## src/rtl/exec_ctrl_pkg.sv

```systemverilog
// Shared types and instruction-decode constants for the execution controller.
package exec_ctrl_pkg;

    typedef enum logic [1:0] {
        ST_HALT = 2'b00,
        ST_RUN  = 2'b01,
        ST_STEP = 2'b10
    } state_t;

    typedef enum logic [1:0] {
        HC_NONE     = 2'b00,
        HC_BUTTON   = 2'b01,
        HC_BREAK    = 2'b10,
        HC_SELFLOOP = 2'b11
    } halt_cause_t;

    localparam logic [1:0] OP_BRANCH = 2'b11;
    localparam logic [1:0] IMM_SELF  = 2'b11;

    // A branch whose offset field points back at itself never leaves its PC.
    function automatic logic is_self_loop(input logic [7:0] ins);
        return (ins[7:6] == OP_BRANCH) && (ins[1:0] == IMM_SELF);
    endfunction

endpackage

```

## src/rtl/exec_ctrl_btn_debounce.sv

```systemverilog
// Button debouncer: level follows raw only after DEBOUNCE_CYCLES equal samples;
// emits a one-cycle pulse on each accepted rising edge.
module btn_debounce #(
    parameter int DEBOUNCE_CYCLES = 4
) (
    input  logic clock,
    input  logic clear,
    input  logic raw,
    output logic pulse
);

    localparam int             CW   = $clog2(DEBOUNCE_CYCLES + 1);
    localparam logic [CW-1:0]  LAST = CW'(DEBOUNCE_CYCLES - 1);

    logic          level;
    logic [CW-1:0] cnt;

    always_ff @(posedge clock) begin
        if (!clear) begin
            level <= 1'b0;
            cnt   <= '0;
            pulse <= 1'b0;
        end else begin
            pulse <= 1'b0;
            if (raw == level) begin
                cnt <= '0;
            end else if (cnt == LAST) begin
                level <= raw;
                cnt   <= '0;
                pulse <= raw;
            end else begin
                cnt <= cnt + CW'(1);
            end
        end
    end

endmodule

```

## src/rtl/exec_ctrl.sv

```systemverilog
// Execution controller: paces CPU state updates off tick with RUN/STEP/HALT,
// breakpoint and self-loop halts, and owns the imem write port while halted.
module exec_ctrl
    import exec_ctrl_pkg::*;
#(
    parameter int DEBOUNCE_CYCLES = 4,
    parameter int CNT_W           = 16
) (
    input  logic             clock,
    input  logic             clear,
    input  logic             tick,
    input  logic             run_btn,
    input  logic             step_btn,
    input  logic             halt_btn,
    input  logic             bp_en,
    input  logic [7:0]       bp_addr,
    input  logic [7:0]       pc,
    input  logic [7:0]       instr,
    input  logic             load_valid,
    input  logic [7:0]       load_addr,
    input  logic [7:0]       load_data,
    output logic             load_ready,
    output logic             imem_we,
    output logic [7:0]       imem_waddr,
    output logic [7:0]       imem_wdata,
    output logic             cpu_en,
    output logic [1:0]       state,
    output logic [1:0]       halt_cause,
    output logic [CNT_W-1:0] instr_count
);

    state_t      cur_state, nxt_state;
    halt_cause_t cause_q, cause_d;
    logic        armed, armed_d, en_d;
    logic        run_p, step_p, halt_p;
    logic        bp_hit, self_loop;

    btn_debounce #(.DEBOUNCE_CYCLES(DEBOUNCE_CYCLES)) u_run_db (
        .clock(clock), .clear(clear), .raw(run_btn), .pulse(run_p)
    );
    btn_debounce #(.DEBOUNCE_CYCLES(DEBOUNCE_CYCLES)) u_step_db (
        .clock(clock), .clear(clear), .raw(step_btn), .pulse(step_p)
    );
    btn_debounce #(.DEBOUNCE_CYCLES(DEBOUNCE_CYCLES)) u_halt_db (
        .clock(clock), .clear(clear), .raw(halt_btn), .pulse(halt_p)
    );

    // armed suppresses the breakpoint on the first tick after resuming
    assign bp_hit    = bp_en && (pc == bp_addr) && armed;
    assign self_loop = is_self_loop(instr);

    always_ff @(posedge clock) begin
        if (!clear) begin
            cur_state <= ST_HALT;
            cause_q   <= HC_NONE;
            armed     <= 1'b0;
            cpu_en    <= 1'b0;
        end else begin
            cur_state <= nxt_state;
            cause_q   <= cause_d;
            armed     <= armed_d;
            cpu_en    <= en_d;
        end
    end

    always_comb begin
        nxt_state = cur_state;
        case (cur_state)
            ST_HALT: begin
                if (!halt_p) begin
                    if (step_p)     nxt_state = ST_STEP;
                    else if (run_p) nxt_state = ST_RUN;
                end
            end
            ST_RUN:  if (halt_p || (tick && (bp_hit || self_loop))) nxt_state = ST_HALT;
            ST_STEP: if (halt_p || tick) nxt_state = ST_HALT;
            default: nxt_state = ST_HALT;
        endcase
    end

    always_comb begin
        en_d    = 1'b0;
        cause_d = cause_q;
        armed_d = armed;
        case (cur_state)
            ST_HALT: begin
                if (!halt_p && (step_p || run_p)) begin
                    cause_d = HC_NONE;
                    armed_d = 1'b0;
                end
            end
            ST_RUN: begin
                if (halt_p) begin
                    cause_d = HC_BUTTON;
                end else if (tick) begin
                    if (bp_hit)         cause_d = HC_BREAK;
                    else if (self_loop) cause_d = HC_SELFLOOP;
                    else begin
                        en_d    = 1'b1;
                        armed_d = 1'b1;
                    end
                end
            end
            ST_STEP: begin
                if (halt_p) begin
                    cause_d = HC_BUTTON;
                end else if (tick) begin
                    en_d    = 1'b1;
                    armed_d = 1'b1;
                    cause_d = HC_NONE;
                end
            end
            default: ;
        endcase
    end

    assign state      = cur_state;
    assign halt_cause = cause_q;
    assign load_ready = (cur_state == ST_HALT);

    always_ff @(posedge clock) begin
        if (!clear) begin
            imem_we    <= 1'b0;
            imem_waddr <= '0;
            imem_wdata <= '0;
        end else begin
            imem_we <= load_valid && load_ready;
            if (load_valid && load_ready) begin
                imem_waddr <= load_addr;
                imem_wdata <= load_data;
            end
        end
    end

    always_ff @(posedge clock) begin
        if (!clear) begin
            instr_count <= '0;
        end else if (cpu_en && (instr_count != '1)) begin
            instr_count <= instr_count + CNT_W'(1);
        end
    end

endmodule

```

## config.mk

```make
export PLATFORM = sky130hd
export DESIGN_NAME = exec_ctrl
export DESIGN_NICKNAME = d
export VERILOG_FILES = /design/src/rtl/exec_ctrl_pkg.sv /design/src/rtl/exec_ctrl_btn_debounce.sv /design/src/rtl/exec_ctrl.sv
export SDC_FILE = /design/constraint.sdc
export NUM_CORES = 1
export LEC_CHECK = 0
export CAP_MARGIN = 20
export CORE_ASPECT_RATIO = 0.5
export CORE_MARGIN = 5
export CORE_UTILIZATION = 35
export CTS_CLUSTER_SIZE = 30
export DETAILED_ROUTE_END_ITERATION = 12
export PLACE_DENSITY_LB_ADDON = 0.12
export RECOVER_POWER = 100
export SLEW_MARGIN = 20
export SYNTH_ARGS = -nofsm -noshare
export SYNTH_HDL_FRONTEND = slang
export SYNTH_SLANG_ARGS = --single-unit
```

## constraint.sdc

```tcl
create_clock -name clock -period 4.3 [get_ports clock]
set_clock_uncertainty 0.15 [all_clocks]
set_input_delay 0.645 -clock clock [delete_from_list [all_inputs] [get_ports clock]]
set_output_delay 0.645 -clock clock [all_outputs]
set_load 0.05 [all_outputs]
```

* Word-level counts from Yosys, hierarchy flattened
Cells that the tools add are included.
** Word-level totals
- Memory bits (writable) :: 0
- Bits of input ports :: 48
- Memory bits (read-only) :: 0
- Memories kept :: 0
- Bits in latches :: 0
- Output and inout port bits :: 39
- Logic and storage cells :: 109
- Bits in registers :: 54
** Operators by class
- Reduce and logical (&&, ||, !) cells :: 26
- Bitwise gates (word level) :: 7
- $mul :: 0
- Equality and inequality tests :: 26
- Muxes and demuxes :: 29
- Add/subtract/negate cells :: 4
- Shift operators :: 0
- $lt $le $gt $ge :: 0
- Divide/modulo/power cells :: 0
** Operators with widths (number)
- $mux 2 :: 12
- $ne 2x2->1 const B :: 9
- $reduce_or 3->1 :: 6
- $add 16x1->16 const B :: 1
- $ne 16x16->1 const B :: 1
- $mux 1 :: 13
- $pmux 2 s3 :: 2
- $add 3x1->3 const B :: 3
- $eq 3x2->1 const B :: 3
- $eq 8x8->1 :: 1
- $reduce_and 8->1 :: 1
- $logic_and 1x1->1 :: 7
- $not 1->1 :: 7
- $eq 2x2->1 const B :: 3
- $ne 3x2->1 const B :: 2
- $reduce_and 2->1 :: 3
- $reduce_and 5->1 :: 1
- $logic_or 1x1->1 :: 4
- $ne 4x3->1 const B :: 1
- $reduce_and 4->1 :: 1
- $eq 1x1->1 :: 3
- $ne 3x1->1 const B :: 1
- $pmux 1 s3 :: 1
- $reduce_bool 3->1 :: 1
- 5 further kinds :: 5

* Longest topological paths before layout
Gate-level depths: netlist (run 1).
- Word-level depth :: 8
- Gate-level depth with buffers :: 7

* Hierarchy
From an unflattened synthesis (run 1), not the netlist that was laid out.
** Unflattened totals
- Cell total of the unflattened synthesis :: 276
- Area, all modules :: 2565.0 um2
** Modules (own cells, without submodules)
- exec_ctrl :: area an instance 1979.4 um2, seq. area each 780.7 um2, cells an instance 231, instances 1
- btn_debounce :: area an instance 195.2 um2, seq. area each 100.1 um2, cells an instance 15, instances 3

* Least setup slack after synthesis (run 1)
OpenSTA, ideal clock, no wires.
- Kind :: reg-to-reg
- Start point :: reg cur_state[0], in the netlist state[0]
- End point :: reg imem_waddr[1]
- Data arrival time :: 2007 ps
- Stages on the path, launching flop included :: 7
- Path buffers :: 1
- Required time :: 4074 ps
- Path slack :: 2068 ps
- Path through :: dfxtp_1 -> inv_1 -> ha_1 -> nand2_1 -> clkbuf_1 -> nand2_1 -> a21boi_0
** On the way
- Cells in the longest elaborated chain, start to end :: 2
** Ends and longest elaborated chain
- from (decl) :: line exec_ctrl.sv:32 : state_t cur_state, nxt_state;
- from (signal assigned) :: line exec_ctrl.sv:59 : cur_state <= nxt_state;
- $logic_not 2->1 :: line exec_ctrl.sv:119 : assign load_ready = (cur_state == ST_HALT);
- named net load_ready :: line exec_ctrl.sv:22 : output logic load_ready,
- $logic_and 1x1->1 :: line exec_ctrl.sv:128 : if (load_valid && load_ready) begin
- to (signal assigned) :: line exec_ctrl.sv:129 : imem_waddr <= load_addr;
- to (decl) :: line exec_ctrl.sv:24 : output logic [7:0] imem_waddr,
The timed path passes the listed nets, and every way through them passes these cells.
A chain may end at the register's enable or synchronous reset.

* Worst setup path after layout (run 1)
- Start point :: in clear
- End point :: reg u_step_db.cnt[2]
** On the way
- Cells in the longest elaborated chain, start to end :: 2
** Ends and longest elaborated chain
- from (decl) :: line exec_ctrl.sv:10 : input logic clear,
- $not 1->1 (no line)
- $reduce_or 3->1 (no line)
- to (signal assigned) :: line exec_ctrl_btn_debounce.sv:32 : cnt <= cnt + CW'(1);
- to (decl) :: line exec_ctrl_btn_debounce.sv:16 : logic [CW-1:0] cnt;
Every way passes these cells.

==> results.py, run 1 <==
metrics = {
    "critical_path": {
        "crit_path_start_kind": "primary input",
        "path_class": "in2reg",
        "rrSetupSlack_ps": 2460,
        "cp_data_arrival_time_ps": 3060,
        "critPathCaptureType": "register",
        "cp.required_ps": 4370,
        "critPathMaxFanout": 48,
        "r2r-end": "halt_cause[1]$_SDFFE_PN0P_",
        "reg2reg_from": "state[0]$_SDFFE_PN0P_",
        "rr_worst_depth": 6,
    },
    "global_route": {
        "grt_usage_pct": 13.0,
        "grt-ovfl-total": 0,
        "antenna_found_initial": 0,
        "grt_max_degree": 49,
        "grt_pass1_wl_um": 9650,
        "grt_pass1_vias": 2082,
    },
    "die": {
        "die_y_um": 70.1,
        "core.rowCount": 21,
        "io_pins": 87,
        "die_x_um": 130,
        "coreArea_um2": 6830,
        "start_util_pct": 37.0,
        "fp.dieArea_um2": 9120,
    },
    "clock_network": {
        "postCtsSetupBuffers": 0,
        "cts_root_buf": "clkbuf_16",
        "cts.sinks": 54,
        "numCtsBuffers": 5,
        "htree_levels": 2,
        "clkLatencyLatePin_ps": 290,
        "clkTransAtPathRegs_ps": 70,
        "hold_buffers": 0,
        "cts_tree": "yes",
        "clock_path_buffers": 2,
        "cts_resized": 0,
    },
    "min_path": {
        "worstHoldStart": "u_run_db.cnt[0]$_SDFF_PP0_",
        "min_path_type": "reg2reg",
        "min_path_cells": 1,
        "min_to": "u_run_db.cnt[0]$_SDFF_PP0_",
    },
    "route": {
        "drt_iter0_markers": 92,
        "detail-route-antenna-nets": 0,
        "wl_per_cell_um": 12.4,
        "drc": 0,
        "via_count": 2123,
        "drt-total-wl_um": 5610,
        "drtPass1Iterations": 4,
        "via_per_inst": 4.69,
    },
    "layout": {
        "final_cell_mix": "dfxtp_1 (54), nand2_1 (47), dlygate4sd3_1 (41), clkdlybuf4s50_1 (41), a21boi_0 (21)",
        "drive_above_1_share_pct": 3.88,
        "multiInputGateArea_um2": 1370,
        "fill_cells": 654,
        "nNetsFinal": 419,
        "antenna_cells": 0,
        "area_growth_pct": 43.3,
        "regArea_um2": 1080,
        "utilization_pct": 52.9,
        "final_common_cell": "dfxtp_1",
    },
    "status": {
        "violations": "max-capacitance violations, max-slew violations",
        "status": "finished with violations",
    },
    "yosys": {
        "syn-num-nets": 339,
        "synth_compound_area_share_pct": 13.1,
        "ys_types": 41,
        "avgSynthCellArea_um2": 9.02,
        "synthAdderAreaFrac_pct": 5.45,
        "ys_seq_area_share_pct": 42.8,
        "yosysWarnings": 0,
        "synth_xor_xnor_area_share_pct": 6.59,
        "postSynthCellCount": 280,
        "yosys.area_share.simple_pct": 26.3,
        "syn_area_um2": 2520,
        "async_flop_share_pct": 0,
        "ys_dominant_reg_cell": "dfxtp_1",
        "synth_edf_count": 0,
        "synth_top_family_by_area": "simple AND/OR/NAND/NOR gates",
        "ys_ff_latch": 54,
        "synth_mux_area_share_pct": 2.78,
    },
    "timing": {
        "setup-violations-final": 0,
        "timing.hold.ws_ps": 272,
        "slew_headroom_pct": -11.4,
        "drv_slew": 49,
        "layout_setup_ws_ps": 1310,
        "worst_slew_pin_slew_ps": 1670,
        "setup_tns_ps": 0,
        "fmax_mhz": 335,
        "hold_viol": 0,
        "rsz0062_at_grt": "false",
        "fin_crit_sh_pct": 69.4,
        "period_minus_slack_ps": 2990,
    },
    "pwr": {
        "power_frac_clock_pct": 40.9,
        "combPwrFrac_pct": 18.2,
        "max-vdd-ir-drop_v": 0.000210,
        "power.internal_mw": 0.965,
        "power.total_mw": 1.29,
        "power_density_nw_per_um2": 357,
        "p_switching_mw": 0.328,
        "switching_share_pct": 25.4,
        "power_frac_seq_pct": 40.9,
        "leakage_nw": 1.44,
    },
    "placed_design": {
        "place_congestion": 0.753,
        "place_hpwl_um": 4360,
        "port_buffers": 82,
        "pre_cts_ws_ps": 1800,
    },
    "flow_run": {
        "drv_cap": 1,
    },
}
==> layer usage <==
layer	vias up	global-route usage (%)	wire, µm
met3	7	4.11	285
met4	0	3.46	59
met5	-	0	0
met1	963	15.1	2430
li1	1120	-	-
met2	33	22.9	2840
==> per-stage QoR <==
step,area (µm²),cells
after global routing,3620,453
after floorplan,2520,280
after detailed placement,3420,445
final,3620,453
after global placement,3420,445
after CTS,3620,453
==> power by group through the flow <==
stage | Clock (mW) | Sequential, mW | Combinational (mW)
3_5_place_dp | 0 | 0.541 | 0.244
4_1_cts | 0.548 | 0.530 | 0.244
3_3_place_gp | 0 | 0.540 | 0.239
5_1_grt | 0.563 | 0.532 | 0.256
2_1_floorplan | 0 | 0.594 | 0.0970
6_report | 0.529 | 0.529 | 0.235
==> critical path, cell delays in order <==
cell           delay, ps
dlygate4sd3_1        680
clkbuf_1            1240
nand3b_1             310
nor2_1               170
==> registers in the layout, summed over array words and instances (netlist names) <==
register	cells
armed	1
u_run_db.pulse	1
halt_cause	2
u_run_db.level	1
u_step_db.level	1
imem_we	1
u_step_db.cnt	3
imem_waddr	8
cpu_en	1
instr_count	16
u_step_db.pulse	1
u_halt_db.cnt	3
u_halt_db.level	1
u_halt_db.pulse	1
imem_wdata	8
u_run_db.cnt	3
state	2
==> Yosys cell counts, types with 2 or more instances <==
library cell | count | area share [%]
mux2i_1 | 7 | 2.8
nor2_1 | 16 | 2.4
xnor2_1 | 14 | 4.9
and2_1 | 7 | 1.7
nor3b_2 | 2 | 0.99
nor2b_1 | 8 | 2.0
and4_4 | 2 | 0.89
or3_1 | 4 | 0.99
a21oi_1 | 5 | 0.99
clkbuf_1 | 8 | 1.2
and4_1 | 2 | 0.69
xor2_1 | 5 | 1.7
nand4_1 | 6 | 1.5
nand3_1 | 11 | 2.2
o21ai_0 | 6 | 1.2
o31ai_1 | 3 | 0.89
o211ai_1 | 3 | 0.89
nand2b_1 | 3 | 0.74
dfxtp_1 | 54 | 43
inv_1 | 8 | 1.2
a21boi_0 | 16 | 4.8
o21ai_1 | 2 | 0.40
and4b_1 | 3 | 1.2
nor3_1 | 4 | 0.79
ha_1 | 11 | 5.5
nand2_1 | 47 | 7.0
nand3b_1 | 5 | 1.5
a21boi_1 | 5 | 1.5
==> worst max path at each step <==
stage	start	end	cells past startpoint
global placement	bp_addr[0]	halt_cause[1]$_SDFFE_PN0P_	6
detailed placement	bp_addr[0]	halt_cause[1]$_SDFFE_PN0P_	6
CTS	state[0]$_SDFFE_PN0P_	load_ready	3
floorplan	state[0]$_SDFFE_PN0P_	imem_waddr[1]$_SDFFE_PN0P_	6
global route	clear	u_run_db.cnt[0]$_SDFF_PP0_	4
finish	clear	u_step_db.cnt[2]$_SDFF_PP0_	4
==> area by class of cell <==
type,instances,area share [%]
Sequential cell,54,29.9
Tap cell,92,3.18
Timing Repair Buffer,83,22.8
Multi-Input combinational cell,208,37.8
Inverter,8,0.830
Clock inverter,2,1.66
Clock buffer,6,3.84
==> cells by family after synthesis <==
logic type / after synthesis
XOR/XNOR: 19
AND/OR/NAND/NOR: 124
adder cells (fa/ha/maj): 11
AO/OA/AOI/OAI: 47
multiplexers: 7
flip-flops: 54
buffers and inverters: 18
(Power assumes the default switching activity.)
==> run 2, diff against run 1 <==
==> constraint.sdc (replaced) <==
create_clock -name clock -period 3.1 [get_ports clock]
set_clock_uncertainty 0.15 [all_clocks]
set_input_delay 0.465 -clock clock [delete_from_list [all_inputs] [get_ports clock]]
set_output_delay 0.465 -clock clock [all_outputs]
set_load 0.05 [all_outputs]
==> run 2 against run 1 <==
Against the previous run:
- the flow now finishes without violations
- hold slack worse by 3.6 ps
- non-clock buffer count unchanged
- critical path depth is 1 lower
- power increased by 25%
- cell area shrank 1.4%
==> results.py, run 2 (synthesis gave the netlist of run 1 again) <==
metrics = {
    "layout": {
        "largest_reg_flops": 16,
        "antenna_cells": 0,
        "top_register": "instr_count",
        "nNetsFinal": 419,
        "top_regs": "instr_count: 16 flops, imem_waddr: 8 flops, imem_wdata: 8 flops",
        "drive_above_1_share_pct": 4.16,
        "area_growth_pct": 41.2,
        "final_common_cell": "dfxtp_1",
        "finalInstanceArea_um2": 3570,
        "final_cell_mix": "dfxtp_1 (54), nand2_1 (47), clkdlybuf4s50_1 (41), dlygate4sd3_1 (41), a21boi_0 (21)",
    },
    "flow_run": {
        "drv_cap": 0,
    },
    "die": {
        "die_x_um": 130,
        "start_util_pct": 37.0,
        "die_y_um": 70.1,
        "core.rowCount": 21,
        "fp.dieArea_um2": 9120,
        "coreArea_um2": 6830,
        "io_pins": 87,
    },
    "placed_design": {
        "port_buffers": 82,
        "postPlaceCellArea_um2": 3420,
        "pre_cts_ws_ps": 749,
        "place_congestion": 0.754,
        "place_hpwl_um": 4400,
    },
    "critical_path": {
        "critical_path.cell_chain": "inv_1, ha_1, dlygate4sd3_1",
        "critPathCaptureType": "primary output",
        "cp_slowest_stage_delay_ps": 920,
        "critPathMaxFanout": 8,
        "cp.required_ps": 2480,
        "cp_data_arrival_time_ps": 1980,
        "crit_path_start_kind": "register",
        "path_class": "reg2out",
        "critical_path.slowest_cell": "dlygate4sd3_1",
    },
    "route": {
        "drt_iter0_markers": 81,
        "wl_per_cell_um": 12.5,
        "via_per_inst": 4.76,
        "drc": 0,
        "drtPass1Iterations": 4,
        "drt-total-wl_um": 5650,
        "detail-route-antenna-nets": 0,
        "via_count": 2155,
    },
    "clock_network": {
        "htree_levels": 2,
        "hold_buffers": 0,
        "clkLatencyLatePin_ps": 300,
        "postCtsSetupBuffers": 0,
        "cts.sinks": 54,
        "cts_root_buf": "clkbuf_16",
        "clkTransAtPathRegs_ps": 70,
        "numCtsBuffers": 5,
        "cts_tree": "yes",
        "cts_resized": 0,
        "clock_path_buffers": 2,
    },
    "pwr": {
        "power.internal_mw": 1.15,
        "power_frac_clock_pct": 34.5,
        "leakage_nw": 1.42,
        "power_frac_seq_pct": 45.3,
        "p_switching_mw": 0.467,
        "power_density_nw_per_um2": 454,
        "switching_share_pct": 28.8,
        "combPwrFrac_pct": 20.2,
        "max-vdd-ir-drop_v": 0.000191,
    },
    "global_route": {
        "antenna_found_initial": 0,
        "grt-ovfl-total": 0,
        "grt_max_degree": 48,
        "grt_usage_pct": 13.0,
        "grt_pass1_wl_um": 9600,
        "grt_pass1_vias": 2114,
    },
    "timing": {
        "period_minus_slack_ps": 2600,
        "slew_headroom_pct": 49.5,
        "hold_viol": 0,
        "setup-violations-final": 0,
        "rsz0062_at_grt": "false",
        "setup_tns_ps": 0,
        "fin_crit_sh_pct": 83.8,
        "layout_setup_ws_ps": 501,
        "worst_slew_pin_slew_ps": 757,
        "fmax_mhz": 385,
        "drv_slew": 0,
    },
    "status": {
        "status": "completed",
    },
    "min_path": {
        "min_path_type": "reg2reg",
    },
}
-- run 2: metrics by stage --
stage | cells | hold slack, ps | total power [mW] | utilization (%)
after floorplan | 280 | 249 | 0.958 | -
after global placement | 445 | 258 | 1.08 | 50.1
after detailed placement | 445 | 264 | 1.09 | 50.1
after CTS | 453 | 274 | 1.66 | 52.2
after global routing | 453 | 282 | 1.70 | 52.2
final | 453 | 268 | 1.62 | 52.2
-- run 2: layout make-up --
type	count	area (µm²)
fill	673	3270
clock inverter	3	21.3
sequential	54	1080
tap	92	115
timing repair buffer	83	826
inverter	8	30.0
multi-input combinational	208	1370
clock buffer	5	125
-- run 2: layer usage --
layer / up-vias / wire (µm) / global-route usage [%] / share of wire (%)
met3: 6 / 267 / 3.88 / 4.7
met4: 0 / 43 / 3.80 / 0.76
met2: 27 / 2900 / 23.1 / 51
met5: - / 0 / 0 / 0
met1: 996 / 2430 / 14.9 / 43
li1: 1126 / - / - / -
-- run 2: worst paths after layout --
path / start / end / slack, ps / depth (start not counted)
setup / recovery: state[0]$_SDFFE_PN0P_ / load_ready / 500 / 3
hold / removal: u_step_db.cnt[0]$_SDFF_PP0_ / u_step_db.cnt[0]$_SDFF_PP0_ / 270 / 1
setup reg to reg: state[0]$_SDFFE_PN0P_ / halt_cause[1]$_SDFFE_PN0P_ / 1220 / 6
hold reg to reg: u_step_db.cnt[0]$_SDFF_PP0_ / u_step_db.cnt[0]$_SDFF_PP0_ / 270 / 1
-- run 2: worst max-delay path, delay by kind of cell, from the launching register on --
| kind | cells | cell delay [ps] |
|---|---|---|
| adders and majority gates | 1 | 310 |
| DFF | 1 | 360 |
| buffers and inverters | 2 | 1020 |
-- run 2: power by group through the flow --
| stage | Sequential [mW] | Clock [mW] | Combinational (mW) |
|---|---|---|---|
| 6_report | 0.734 | 0.559 | 0.326 |
| 5_1_grt | 0.738 | 0.610 | 0.355 |
| 4_1_cts | 0.735 | 0.585 | 0.341 |
| 3_5_place_dp | 0.751 | 0 | 0.339 |
| 3_3_place_gp | 0.749 | 0 | 0.332 |
| 2_1_floorplan | 0.824 | 0 | 0.135 |
